File: src/rtl/fetch_stage.sv
// MIPS instruction fetch stage: PC, imem request/ready handshake, IF/ID
// pipeline register with a one-entry skid buffer, and branch redirect/flush.
module fetch_stage #(
  parameter logic [31:0] RESET_PC = 32'h0000_0000
) (
  input  logic        clk,
  input  logic        rst_n,
  output logic        imem_req,
  output logic [31:0] imem_addr,
  input  logic        imem_ready,
  input  logic [31:0] imem_rdata,
  input  logic        stall,
  input  logic        branch_taken,
  input  logic [31:0] branch_target,
  output logic        instr_valid,
  output logic [31:0] instr,
  output logic [31:0] pc_plus4,
  output logic [5:0]  opcode,
  output logic [4:0]  rs,
  output logic [4:0]  rt,
  output logic [4:0]  rd,
  output logic [5:0]  funct,
  output logic [15:0] imm
);

  typedef enum logic [1:0] {
    S_IDLE  = 2'd0,
    S_FETCH = 2'd1,
    S_HOLD  = 2'd2
  } state_e;

  state_e      state_q, state_d;
  logic        req_q, req_d;
  logic [31:0] pc_q, pc_d;
  logic        valid_q, valid_d;
  logic [31:0] instr_q, instr_d;
  logic [31:0] pc4_q, pc4_d;
  logic [31:0] skid_instr_q, skid_instr_d;
  logic [31:0] skid_pc4_q, skid_pc4_d;

  logic        accept;
  logic        redirect;
  logic [31:0] pc_inc;
  logic [31:0] tgt_aligned;

  // Decode can take a word when it is not stalled or IF/ID is empty
  assign accept      = !stall || !valid_q;
  // Branches only flush once fetching has started; in IDLE they just move the PC
  assign redirect    = branch_taken && (state_q != S_IDLE);
  assign pc_inc      = pc_q + 32'd4;
  assign tgt_aligned = {branch_target[31:2], 2'b00};

  // State register
  always_ff @(posedge clk or negedge rst_n) begin
    if (!rst_n) begin
      state_q <= S_IDLE;
    end else begin
      state_q <= state_d;
    end
  end

  // Next-state logic; redirect always returns to FETCH
  always_comb begin
    state_d = state_q;
    unique case (state_q)
      S_IDLE: begin
        state_d = S_FETCH;
      end
      S_FETCH: begin
        if (redirect) begin
          state_d = S_FETCH;
        end else if (imem_ready && !accept) begin
          state_d = S_HOLD;
        end
      end
      S_HOLD: begin
        if (redirect || !stall) begin
          state_d = S_FETCH;
        end
      end
      default: begin
        state_d = S_IDLE;
      end
    endcase
  end

  // Output logic: request is registered and follows the state being entered
  always_comb begin
    req_d = (state_d == S_FETCH);
  end

  // Request register; drops asynchronously on reset to abandon a fetch
  always_ff @(posedge clk or negedge rst_n) begin
    if (!rst_n) begin
      req_q <= 1'b0;
    end else begin
      req_q <= req_d;
    end
  end

  // Datapath next-state: PC, IF/ID and skid updates per state
  always_comb begin
    pc_d         = pc_q;
    valid_d      = valid_q;
    instr_d      = instr_q;
    pc4_d        = pc4_q;
    skid_instr_d = skid_instr_q;
    skid_pc4_d   = skid_pc4_q;
    unique case (state_q)
      S_IDLE: begin
        if (branch_taken) begin
          pc_d = tgt_aligned;
        end
      end
      S_FETCH: begin
        if (branch_taken) begin
          pc_d         = tgt_aligned;
          valid_d      = 1'b0;
          instr_d      = '0;
          pc4_d        = '0;
          skid_instr_d = '0;
          skid_pc4_d   = '0;
        end else if (imem_ready) begin
          pc_d = pc_inc;
          if (accept) begin
            instr_d = imem_rdata;
            pc4_d   = pc_inc;
            valid_d = 1'b1;
          end else begin
            skid_instr_d = imem_rdata;
            skid_pc4_d   = pc_inc;
          end
        end else if (!stall) begin
          // Decode consumed the word this cycle and nothing replaces it
          valid_d = 1'b0;
        end
      end
      S_HOLD: begin
        if (branch_taken) begin
          pc_d         = tgt_aligned;
          valid_d      = 1'b0;
          instr_d      = '0;
          pc4_d        = '0;
          skid_instr_d = '0;
          skid_pc4_d   = '0;
        end else if (!stall) begin
          instr_d = skid_instr_q;
          pc4_d   = skid_pc4_q;
          valid_d = 1'b1;
        end
      end
      default: begin
        pc_d = pc_q;
      end
    endcase
  end

  // Datapath registers
  always_ff @(posedge clk or negedge rst_n) begin
    if (!rst_n) begin
      pc_q         <= RESET_PC;
      valid_q      <= 1'b0;
      instr_q      <= '0;
      pc4_q        <= '0;
      skid_instr_q <= '0;
      skid_pc4_q   <= '0;
    end else begin
      pc_q         <= pc_d;
      valid_q      <= valid_d;
      instr_q      <= instr_d;
      pc4_q        <= pc4_d;
      skid_instr_q <= skid_instr_d;
      skid_pc4_q   <= skid_pc4_d;
    end
  end

  assign imem_req    = req_q;
  assign imem_addr   = pc_q;
  assign instr_valid = valid_q;
  assign instr       = instr_q;
  assign pc_plus4    = pc4_q;

  assign opcode = instr_q[31:26];
  assign rs     = instr_q[25:21];
  assign rt     = instr_q[20:16];
  assign rd     = instr_q[15:11];
  assign funct  = instr_q[5:0];
  assign imm    = instr_q[15:0];

endmodule

File: config.mk
export PLATFORM = sky130hd
export DESIGN_NAME = fetch_stage
export DESIGN_NICKNAME = d
export VERILOG_FILES = /design/src/rtl/fetch_stage.sv
export SDC_FILE = /design/constraint.sdc
export NUM_CORES = 1
export LEC_CHECK = 0
export BUFFER_PORTS_ARGS = -buffer_cell sky130_fd_sc_hd__buf_2
export CAP_MARGIN = 10
export CORE_UTILIZATION = 48
export CTS_CLUSTER_SIZE = 10
export DETAILED_ROUTE_END_ITERATION = 7
export PLACE_DENSITY = 0.84
export SLEW_MARGIN = 40
export SYNTH_ARGS = -nofsm -noshare
export SYNTH_HDL_FRONTEND = slang
export SYNTH_SLANG_ARGS = --single-unit
File: constraint.sdc
create_clock -name clk -period 2.15 [get_ports clk]
set_input_delay 0.3225 -clock clk [delete_from_list [all_inputs] [get_ports clk]]
set_output_delay 0.3225 -clock clk [all_outputs]
set_load 0.005 [all_outputs]
After elaboration in Yosys (flattened, before gate mapping)
Cells that the tools add are included.
{"block": "word_totals", "elab_cells": 72, "output_inout_bits": 141, "reg_bits": 164, "input_bits": 69}
{"block": "op_classes", "n_eq_ne": 11, "add_sub_neg": 1, "muxes": 36, "reduce_logical": 16}
{"op": "$mux W32", "n": 20}
{"op": "$pmux W32 S2", "n": 5}
{"op": "$add A32 B3 Y32 const B", "n": 1}
{"op": "$ne A3 B3 Y1 const B", "n": 4}
{"op": "$reduce_and A4 Y1", "n": 3}
{"op": "$ne A4 B4 Y1 const B", "n": 2}
{"op": "$mux W1", "n": 6}
{"op": "$mux W2", "n": 3}
{"op": "$pmux W2 S3", "n": 1}
{"op": "$reduce_bool A2 Y1", "n": 3}
{"op": "$eq A2 B1 Y1 const B", "n": 2}
{"op": "$logic_not A1 Y1", "n": 3}
{"op": "$reduce_and A3 Y1", "n": 1}
{"op": "$eq A2 B2 Y1 const B", "n": 1}
{"op": "$logic_and A1 B1 Y1", "n": 2}
{"op": "$logic_not A2 Y1", "n": 1}
{"op": "$logic_or A1 B1 Y1", "n": 2}
{"op": "$ne A2 B1 Y1 const B", "n": 1}
{"op": "$ne A2 B2 Y1 const B", "n": 1}
{"op": "$pmux W1 S2", "n": 1}
{"op": "$reduce_or A2 Y1", "n": 1}

Longest topological paths before layout
Gate-level depths: netlist of the first run.
{"block": "depth", "ltp_word": 8, "mapped_depth": 8, "ltp_nobuf": 6}

Worst setup path before layout of the first run
OpenSTA, ideal clock, no wires.
{"block": "synth_path", "kind": "reg2reg", "startpoint": "register pc_q[2], in the netlist imem_addr[2]", "endpoint": "register skid_pc4_q[30]", "t_arrival_ns": 2.028, "path_buffers": 1, "required_ns": 2.019, "setup_ns": 0.131, "period_less_slack_ns": 2.159, "path_stages_with_launch": 8, "setup_slack_ns": -0.009, "path_cell_list": "dfrtp_1 > ha_1 > nand4_1 > or3_1 > buf_2 > nor4_2 > xnor2_1 > o21ai_1"}
{"block": "synth_via", "elab_chain_len": 5}
{"element": "start: declaration", "line": "34", "rtl": "logic [31:0] pc_q, pc_d;"}
{"element": "start signal: assignment", "line": "168", "rtl": "pc_q <= pc_d;"}
{"element": "$add A32 B3 Y32", "line": "50", "rtl": "assign pc_inc = pc_q + 32'd4;"}
{"element": "$mux W32", "line": "125", "rtl": "if (accept) begin"}
{"element": "$mux W32", "line": "123", "rtl": "end else if (imem_ready) begin"}
{"element": "$mux W32", "line": "116", "rtl": "if (branch_taken) begin"}
{"element": "$pmux W32 S2", "line": "109", "rtl": "unique case (state_q)"}
{"element": "end signal: assignment", "line": "173", "rtl": "skid_pc4_q <= skid_pc4_d;"}
{"element": "end: declaration", "line": "39", "rtl": "logic [31:0] skid_pc4_q, skid_pc4_d;"}
Every way passes these cells. The select of a mux whose other input is x is not followed.
A chain may end at the register's enable or synchronous reset.

Worst setup path after layout of the first run
{"block": "layout_path", "startpoint": "register pc_q[11], in the netlist imem_addr[11]", "endpoint": "register pc4_q[21], in the netlist pc_plus4[21]"}
{"block": "layout_via", "elab_chain_len": 5}
{"element": "$add A32 B3 Y32", "line": "50"}
{"element": "$mux W32", "line": "125"}
{"element": "$mux W32", "line": "123"}
{"element": "$mux W32", "line": "116"}
{"element": "$pmux W32 S2", "line": "109"}
{"element": "end signal: assignment", "line": "171", "rtl": "pc4_q <= pc4_d;"}
{"element": "end: declaration", "line": "37", "rtl": "logic [31:0] pc4_q, pc4_d;"}
Every way passes these cells. The select of a mux whose other input is x is not followed.

==> results of run 1 <==
-- cells in the final DEF, fill, tap and decap left out, types with 4 or more instances in the layout --
cell                        instances
sky130_fd_sc_hd__nand3_1           17
sky130_fd_sc_hd__and4_1             5
sky130_fd_sc_hd__nand2_1          173
sky130_fd_sc_hd__o21a_1             5
sky130_fd_sc_hd__nor3_1             8
sky130_fd_sc_hd__nor4_4             4
sky130_fd_sc_hd__o22a_1             4
sky130_fd_sc_hd__buf_12            10
sky130_fd_sc_hd__a2bb2oi_1          9
sky130_fd_sc_hd__o31ai_1            5
sky130_fd_sc_hd__nor4_1             5
sky130_fd_sc_hd__nor2_1            75
sky130_fd_sc_hd__o21ai_1           16
sky130_fd_sc_hd__xor2_1             4
sky130_fd_sc_hd__a32oi_1            4
sky130_fd_sc_hd__clkbuf_16         17
sky130_fd_sc_hd__bufinv_16          4
sky130_fd_sc_hd__o21ai_0           71
sky130_fd_sc_hd__o22ai_1           14
sky130_fd_sc_hd__xnor2_1           16
sky130_fd_sc_hd__inv_1              8
sky130_fd_sc_hd__mux2_2             5
sky130_fd_sc_hd__clkbuf_1           6
sky130_fd_sc_hd__dfrtp_1          160
sky130_fd_sc_hd__and3_1             4
sky130_fd_sc_hd__nand2b_1           7
sky130_fd_sc_hd__a31oi_1           44
sky130_fd_sc_hd__buf_4             43
sky130_fd_sc_hd__buf_2            204
sky130_fd_sc_hd__nand4_1            7
sky130_fd_sc_hd__a21oi_1           65
-- registers in the layout, indices dropped and copies added, names as in the netlist --
name          flops
instr            32
skid_instr_q     32
pc_plus4         31
skid_pc4_q       31
imem_addr        30
state_q           2
imem_req          1
instr_valid       1
-- cells by family after synthesis --
kind of cell	after synthesis
fa+ha+maj	1
simple gates	330
mux	8
flops	160
other cells	1
compound gates	263
buf+inv	117
xor+xnor	20
-- worst max path at each step --
stage,from,end,slack (ps),cells after the start
2_1_floorplan,imem_addr[2],pc_plus4[30],-9,7
3_3_place_gp,imem_addr[3],pc_plus4[28],140,6
3_5_place_dp,imem_addr[2],pc_plus4[28],70,6
4_1_cts,imem_addr[2],pc_plus4[28],50,6
5_1_grt,imem_addr[2],pc_plus4[31],10,6
6_report,imem_addr[11],pc_plus4[21],120,6
-- metal layers --
metal | up-vias | GRT usage [%] | part of all wire (%)
met4 | 0 | 8.249 | 1.6
met5 | - | 0 | 0
li1 | 3450 | - | -
met2 | 323 | 40.21 | 48
met1 | 3370 | 32.99 | 43
met3 | 20 | 6.148 | 8.0
-- per-stage QoR --
stage / setup slack, ps / cells / power [mW] / area, um2
2_1_floorplan: -8.736 / 901 / 5.166 / 7958
3_3_place_gp: 142.4 / 1266 / 6.019 / 9246
3_5_place_dp: 65.55 / 1266 / 6.100 / 9246
4_1_cts: 49.17 / 1297 / 9.276 / 9861
5_1_grt: 12.36 / 1297 / 9.753 / 9898
6_report: 123.4 / 1297 / 9.219 / 9898
-- area by class of cell --
class	instances	share of cell area, %
clock inverter	5	1.302
inverter	8	0.3034
sequential	160	40.45
timing repair buffer	259	15.81
tap	216	2.730
multi-input combinational	624	34.60
clock buffer	25	4.803
-- worst max-delay path, stage by stage, from the launching register on --
cell                       delay [ps]
sky130_fd_sc_hd__dfrtp_1          370
sky130_fd_sc_hd__nand2_2           80
sky130_fd_sc_hd__or4_4            580
sky130_fd_sc_hd__buf_4            190
sky130_fd_sc_hd__nor3_2           320
sky130_fd_sc_hd__xnor2_1          230
sky130_fd_sc_hd__o211ai_1         140
-- power by group through the flow --
stage	Combinational [mW]	Clock [mW]	Sequential (mW)
floorplan	1.23	0	3.94
global placement	2.10	0	3.92
detailed placement	2.15	0	3.95
CTS	2.16	3.21	3.90
global route	2.44	3.34	3.97
finish	2.16	3.16	3.90
-- repair_timing --
| item | CTS | global route |
|---|---|---|
| hold endpoints to repair | 48 | 0 |
| gates resized for setup | 0 | 5 |
| hold buffers | 1 | 0 |
| endpoints found under the setup margin | 0 | 12 |
==> impl_metrics.yaml, run 1 <==
final_layout:
  insertedDiodeCount: 0
  layout_cells_sized_above_1_pct: 28.49
  nNetsFinal: 1140
  fillCellCount: 1349
  layout-area-overhead-vs-synth_pct: 24.58
  multi_input_area_mm2: 0.003425
  seq_area_mm2: 0.004004
  final_util_pct: 61.86
cts:
  path_clk_slew_ps: 60
  worst_skew_pair.late_latency_ps: 420
  clock_tree.buffer_depth: 2
  h-tree-depth: 4
  clock-root-buffer: "sky130_fd_sc_hd__clkbuf_16"
  clock-sinks: 160
  cts_made_buffers: 17
  tritoncts_clock_tree: "done"
  post-cts-setup-buffers: 0
timing:
  max_freq_mhz: 493.4
  slew_headroom_pct: 64.14
  rsz_0062_raised_after_global_routing: "no"
  finalMaxSlewViolations: 0
  fin_tns_setup_ps: 0
  timing.final.setup_violations: 0
  tightest_slew_ps: 537.8
  clock-skew-final_ps: 7.147
  min_tclk_post_route_ps: 2027
  whs_ps: 156.4
  timing_hold_violations_final: 0
  layout_worst_path_cycle_share_pct: 94.26
routing:
  drc_violation_count_after_routing: 0
  drt_iter0_drc: 594
  number_of_nets_with_antenna_violations_after_detailed_routing: 0
  vias: 7163
  drt_wl_total_um: 20840
  post_drt_via_cell_ratio: 5.523
  routed_wire_length_per_instance_um: 16.06
  drt_first_pass_iters: 5
grt:
  grt_max_degree: 70
  global_route_wire_length_before_repair_um: 32770
  grt_remaining_overflow: 0
  grtUsageTotal_pct: 24.94
  antenna_violations_before_repair: 0
  grt_pass1_vias: 6402
min_path:
  hold_path_depth: 3
  hold_path_startpoint: "branch_target[3]"
  min_to: "imem_addr[3]"
  min-delay-path-class: "in -> reg"
die:
  fp.coreArea_mm2: 0.01600
  placement_rows: 46
  boundaryPins: 210
  die_w_um: 130.7
  die_height_um: 130.7
  fp.dieArea_mm2: 0.01707
  start_util_pct: 49.66
logic_synthesis:
  synth_sequential_area_ratio_pct: 50.39
  syn_avg_cell_area_um2: 8.828
  synth-async-reset-ratio_pct: 100.0
  synth-xor-area-share_pct: 2.205
  mappedNetlistArea_mm2: 0.007945
  most_used_standard_cell_by_instance_count_after_synthesis: "sky130_fd_sc_hd__nand2_1"
  netlist_instances: 900
  post-synth-top-area-fraction_pct: 50.39
  number_of_enable_type_register_cells_in_the_synthesized_netlist: 0
  synth-simple-area-share_pct: 18.69
  synth_fa_ha_area_share_pct: 0.1575
  synth_area_leader_cell: "sky130_fd_sc_hd__dfrtp_1"
  synth.area.top_cells: "sky130_fd_sc_hd__dfrtp_1, sky130_fd_sc_hd__nand2_1, sky130_fd_sc_hd__o21ai_0"
  post_synth_num_cell_types: 53
  synth.ff_latch_count: 160
  synth_warnings: 0
  synth.area.mux_share_pct: 1.087
  synthFlopType: "sky130_fd_sc_hd__dfrtp_1"
  main_combinational_cell_family_by_area_after_synthesis: "compound AO/OA/AOI/OAI gates"
  synth_compound_area_share_pct: 19.61
  synth_top_cells_by_count: "sky130_fd_sc_hd__nand2_1, sky130_fd_sc_hd__dfrtp_1, sky130_fd_sc_hd__nor2_1, sky130_fd_sc_hd__o21ai_0, sky130_fd_sc_hd__a21oi_1"
outcome:
  result_of_the_run: "finished clean"
worst_setup_path:
  startpoint_type: "flip-flop"
  timing.critical_path.to_type: "flip-flop"
  reg2reg_setup_slack_ps: 120
  reg2reg_depth: 6
  crit_type: "reg -> reg"
  critical_path.reg2reg.endpoint: "pc_plus4[21]"
  critical_path_peak_fanout: 6
  cp_data_arrival_time_ps: 2320
  worst-endpoint-required_ps: 2440
  rr_startpoint: "imem_addr[11]"
power_and_ir_drop:
  power.density_mw_per_mm2: 931.4
  power_leakage_nw: 4.556
  power.share.clock_pct: 34.2
  p_int_mw: 6.484
  netSwitchingFraction_pct: 29.66
  seq_power_share_pct: 42.4
  total_switching_power_mw: 2.735
  comb_power_share_pct: 23.4
  peakVddDrop_mv: 0.5411
run:
  max_cap_violations: 0
placed_design:
  dpl.hpwl_um: 14390
  io_buffers: 205
  place_congestion: 0.8694
Power figures use the tool's default switching activity.
==> inputs of run 2 (changes only) <==
- RECOVER_POWER: not set -> 25
==> impl_metrics.yaml, run 2 (synthesis gave the netlist of run 1 again) <==
outcome:
  result_of_the_run: "finished clean"
die:
  die_w_um: 130.7
  boundaryPins: 210
  placement_rows: 46
  die_height_um: 130.7
  start_util_pct: 49.66
  fp.dieArea_mm2: 0.01707
  fp.coreArea_mm2: 0.01600
cts:
  clock-root-buffer: "sky130_fd_sc_hd__clkbuf_16"
  post-cts-setup-buffers: 0
  cts_made_buffers: 17
  clock_tree.buffer_depth: 2
  clock-sinks: 160
  worst_skew_pair.late_latency_ps: 420
  tritoncts_clock_tree: "done"
  h-tree-depth: 4
  path_clk_slew_ps: 60
timing:
  timing_hold_violations_final: 0
  rsz_0062_raised_after_global_routing: "no"
  min_tclk_post_route_ps: 2031
  timing.final.setup_violations: 0
  tightest_slew_ps: 1284
  clock-skew-final_ps: 7.335
  finalMaxSlewViolations: 0
  layout_worst_path_cycle_share_pct: 94.48
  slew_headroom_pct: 14.43
  whs_ps: 156.5
  max_freq_mhz: 492.3
  fin_tns_setup_ps: 0
power_and_ir_drop:
  peakVddDrop_mv: 0.5403
  power_leakage_nw: 4.546
  power.density_mw_per_mm2: 933.0
  totalPowerFinal_mw: 9.213
grt:
  grtUsageTotal_pct: 24.94
  grt_remaining_overflow: 0
  global_route_wire_length_before_repair_um: 32770
  grt_max_degree: 70
  antenna_violations_before_repair: 0
  grt_pass1_vias: 6402
placed_design:
  dpl.hpwl_um: 14390
  dpl.cell_count: 1266
  place_congestion: 0.8694
  io_buffers: 205
routing:
  drc_violation_count_after_routing: 0
  drt_first_pass_iters: 5
  post_drt_via_cell_ratio: 5.532
  vias: 7175
  drt_wl_total_um: 20800
  number_of_nets_with_antenna_violations_after_detailed_routing: 0
  routed_wire_length_per_instance_um: 16.04
  drt_iter0_drc: 575
worst_setup_path:
  timing.critical_path.to_type: "flip-flop"
  worst-endpoint-required_ps: 2440
  critical_path.cell_chain: "nand3_1 -> or4_4 -> buf_4 -> nor3_2 -> xnor2_1 -> o211ai_1"
  critical_path_peak_fanout: 6
  worst_path_max_delay_cell: "sky130_fd_sc_hd__or4_4"
  crit_type: "reg -> reg"
  worst_path_largest_cell_delay_ps: 470
  worstPathBufferInverterCount: 1
  setup.worst_path.start: "imem_addr[2]"
  path_delay_family: "simple AND/OR/NAND/NOR gates"
  startpoint_type: "flip-flop"
  rr_startpoint: "imem_addr[2]"
  cp_data_arrival_time_ps: 2320
min_path:
  min-delay-path-class: "in -> reg"
  hold_path_startpoint: "branch_target[3]"
final_layout:
  finish.cell_count_without_fillers: 1297
  layout_cells_sized_above_1_pct: 28.49
  layout_commonest_cell: "sky130_fd_sc_hd__buf_2"
  nNetsFinal: 1140
  fillCellCount: 1356
  seq_area_mm2: 0.004004
  layout-area-overhead-vs-synth_pct: 24.28
  most_used_cells_in_the_layout_excluding_fill_and_tap_cells: "sky130_fd_sc_hd__buf_2, sky130_fd_sc_hd__nand2_1, sky130_fd_sc_hd__dfrtp_1"
  insertedDiodeCount: 0
  multi_input_area_mm2: 0.003425
run:
  max_cap_violations: 0
==> run 2: layout make-up <==
| cell class | instances | area share [%] |
|---|---|---|
| multi-input combinational | 624 | 34.68 |
| tap | 216 | 2.737 |
| timing repair buffer | 259 | 15.61 |
| clock inverter | 5 | 1.305 |
| inverter | 8 | 0.3041 |
| sequential | 160 | 40.55 |
| clock buffer | 25 | 4.815 |
==> run 2: worst paths after layout <==
path	depth (start not counted)	slack, ps	to
worst max register to register	6	120	pc_plus4[21]
worst min register to register	2	480	pc_plus4[9]
worst min-delay path	3	160	imem_addr[3]
worst max-delay path	6	120	pc_plus4[21]
max in group asynchronous	3	300	skid_instr_q[10]
min in group asynchronous	2	750	skid_instr_q[29]
==> run 2: timing repair <==
action                                  in CTS  in global routing
endpoints found under the setup margin       0                 12
gates resized for setup                      0                  5
hold endpoints to repair                    48                  0
hold buffers                                 1                  0
==> run 2: worst min-delay path: cells and delay by family <==
| kind | cells | cell delay, ps |
|---|---|---|
| and+or+nand+nor | 1 | 50 |
| AOI/OAI and AO/OA | 1 | 70 |
| buffers and inverters | 1 | 90 |
==> run 2: metrics by stage <==
step | cell area, um2 | utilization [%] | setup WS (ps)
after floorplan | 7958 | - | -8.736
after global placement | 9246 | 57.79 | 142.4
after detailed placement | 9246 | 57.79 | 65.55
after CTS | 9861 | 61.63 | 49.17
after global routing | 9874 | 61.71 | 12.33
final | 9874 | 61.71 | 118.7
==> run 2: layer usage <==
| layer | part of all wire, % | vias up | track usage (%) |
|---|---|---|---|
| met5 | 0 | - | 0 |
| met4 | 1.5 | 0 | 8.249 |
| met3 | 8.2 | 16 | 6.148 |
| met2 | 48 | 332 | 40.21 |
| met1 | 42 | 3382 | 32.99 |
| li1 | - | 3445 | - |
==> run 2: power by group <==
| group | switching [mW] | internal, mW |
|---|---|---|
| Combinational | 1.19 | 0.962 |
| Sequential | 0.386 | 3.52 |
| Clock | 1.16 | 2.00 |
==> inputs of run 3 (changes only) <==
- CORE_MARGIN: not set -> 10
==> impl_metrics.yaml, run 3 (synthesis gave the netlist of run 1 again) <==
outcome:
  result_of_the_run: "finished clean"
timing:
  max_freq_mhz: 485.5
  post-route-worst-setup-slack_ps: 90.31
  timing_hold_violations_final: 0
  fin_tns_setup_ps: 0
  tightest_slew_ps: 1189
  layout_worst_path_cycle_share_pct: 95.80
  clock-skew-final_ps: 5.243
  slew_headroom_pct: 20.75
  min_tclk_post_route_ps: 2060
  rsz_0062_raised_after_global_routing: "no"
  timing.final.setup_violations: 0
  whs_ps: 151.4
  finalMaxSlewViolations: 0
grt:
  grtUsageTotal_pct: 20.64
  grt_pass1_vias: 7038
  grt_remaining_overflow: 0
  grt_max_degree: 58
  antenna_violations_before_repair: 0
  global_route_wire_length_before_repair_um: 37100
placed_design:
  detailedPlace.worstSlack_ps: 113.8
  dpl.hpwl_um: 16570
  place_congestion: 0.8871
  post_dp_cell_area_mm2: 0.009239
  io_buffers: 205
  dpl.cell_count: 1265
cts:
  cts_made_buffers: 17
  worst_skew_pair.late_latency_ps: 420
  clock_tree.buffer_depth: 2
  clock-sinks: 160
  clock-root-buffer: "sky130_fd_sc_hd__clkbuf_16"
  h-tree-depth: 4
  tritoncts_clock_tree: "done"
  path_clk_slew_ps: 60
min_path:
  min-delay-path-class: "in -> reg"
  hold_path_startpoint: "branch_target[3]"
  min_to: "imem_addr[3]"
  hold_path_depth: 3
run:
  max_cap_violations: 0
final_layout:
  most_used_cells_in_the_layout_excluding_fill_and_tap_cells: "sky130_fd_sc_hd__buf_2, sky130_fd_sc_hd__nand2_1, sky130_fd_sc_hd__dfrtp_1"
  fillCellCount: 1328
  layout_cells_sized_above_1_pct: 29.11
  insertedDiodeCount: 0
  layout-area-overhead-vs-synth_pct: 24.90
  layout_commonest_cell: "sky130_fd_sc_hd__buf_2"
  finish.cell_count_without_fillers: 1298
  final_util_pct: 61.80
  postLayoutCellArea_mm2: 0.009923
  nNetsFinal: 1139
worst_setup_path:
  cp_data_arrival_time_ps: 2350
  setup.worst_path.start: "imem_addr[5]"
  rr_startpoint: "imem_addr[5]"
  worst-endpoint-required_ps: 2440
  timing.critical_path.to_type: "flip-flop"
  reg2reg_depth: 6
  startpoint_type: "flip-flop"
  critical_path.reg2reg.endpoint: "pc_plus4[21]"
  critical_path_peak_fanout: 8
  reg2reg_setup_slack_ps: 90
  crit_type: "reg -> reg"
die:
  start_util_pct: 49.48
  die_height_um: 148.7
  fp.dieArea_mm2: 0.02210
  placement_rows: 46
  fp.coreArea_mm2: 0.01606
  die_w_um: 148.7
  boundaryPins: 210
routing:
  number_of_nets_with_antenna_violations_after_detailed_routing: 0
  drt_first_pass_iters: 5
  wirelength_met1_um: 9541
  routed.top_layer: "met4"
  drt_iter0_drc: 433
  post_drt_via_cell_ratio: 5.622
  drt_wl_total_um: 22960
  met3WireLength_um: 2224
  met2WireLength_um: 10850
  drc_violation_count_after_routing: 0
  vias: 7298
  routed_wire_length_per_instance_um: 17.69
power_and_ir_drop:
  total_switching_power_mw: 2.863
  p_int_mw: 6.645
  power.density_mw_per_mm2: 958.1
  power_leakage_nw: 4.545
  netSwitchingFraction_pct: 30.11
  peakVddDrop_mv: 0.5730
  comb_power_share_pct: 23.2
  power.share.clock_pct: 35.8
  totalPowerFinal_mw: 9.508
  seq_power_share_pct: 41.0
run 3: repair_timing:
item | 4_1_cts | 5_1_grt
gates resized for setup | 0 | 3
hold buffers | 1 | 0
setup endpoints to repair | 0 | 10
endpoints found under the hold margin | 40 | 0
setup buffers | 0 | 0
run 3: routing by layer:
metal | global-route usage [%] | vias up
met5 | 0 | -
met1 | 25.98 | 3469
met2 | 33.45 | 345
met4 | 5.897 | 0
met3 | 6.341 | 21
li1 | - | 3463
run 3: how the worst max path moves through the flow:
stage	endpoint	slack [ps]	depth (start not counted)
2_1_floorplan	pc_plus4[30]	-9	7
3_3_place_gp	pc_plus4[28]	130	6
3_5_place_dp	pc_plus4[28]	110	6
4_1_cts	pc_plus4[22]	80	6
5_1_grt	pc_plus4[21]	8	6
6_report	pc_plus4[21]	90	6
run 3: power groups by stage:
stage          Combinational (mW)  Sequential [mW]  Clock (mW)
2_1_floorplan                1.23             3.94           0
3_3_place_gp                 2.15             3.91           0
3_5_place_dp                 2.21             3.94           0
4_1_cts                      2.23             3.89        3.47
5_1_grt                      2.46             3.97        3.59
6_report                     2.20             3.90        3.41
run 3: cell type report:
cell class                 instances  area [um2]  area share [%]
sequential                       160        4004           40.35
multi-input combinational        624        3398           34.25
timing repair buffer             258        1549           15.61
clock buffer                      20       466.7           4.703
tap                              216       270.3           2.723
clock inverter                    12       205.2           2.068
inverter                           8       30.03          0.3026
run 3: critical path, stage by stage, from the launching register on:
cell and delay, ps:
sky130_fd_sc_hd__dfrtp_1 390, sky130_fd_sc_hd__nand2_1 90, sky130_fd_sc_hd__or4_4 590, sky130_fd_sc_hd__buf_4 200, sky130_fd_sc_hd__nor3_2 290, sky130_fd_sc_hd__xnor2_1 220
sky130_fd_sc_hd__o211ai_1 150
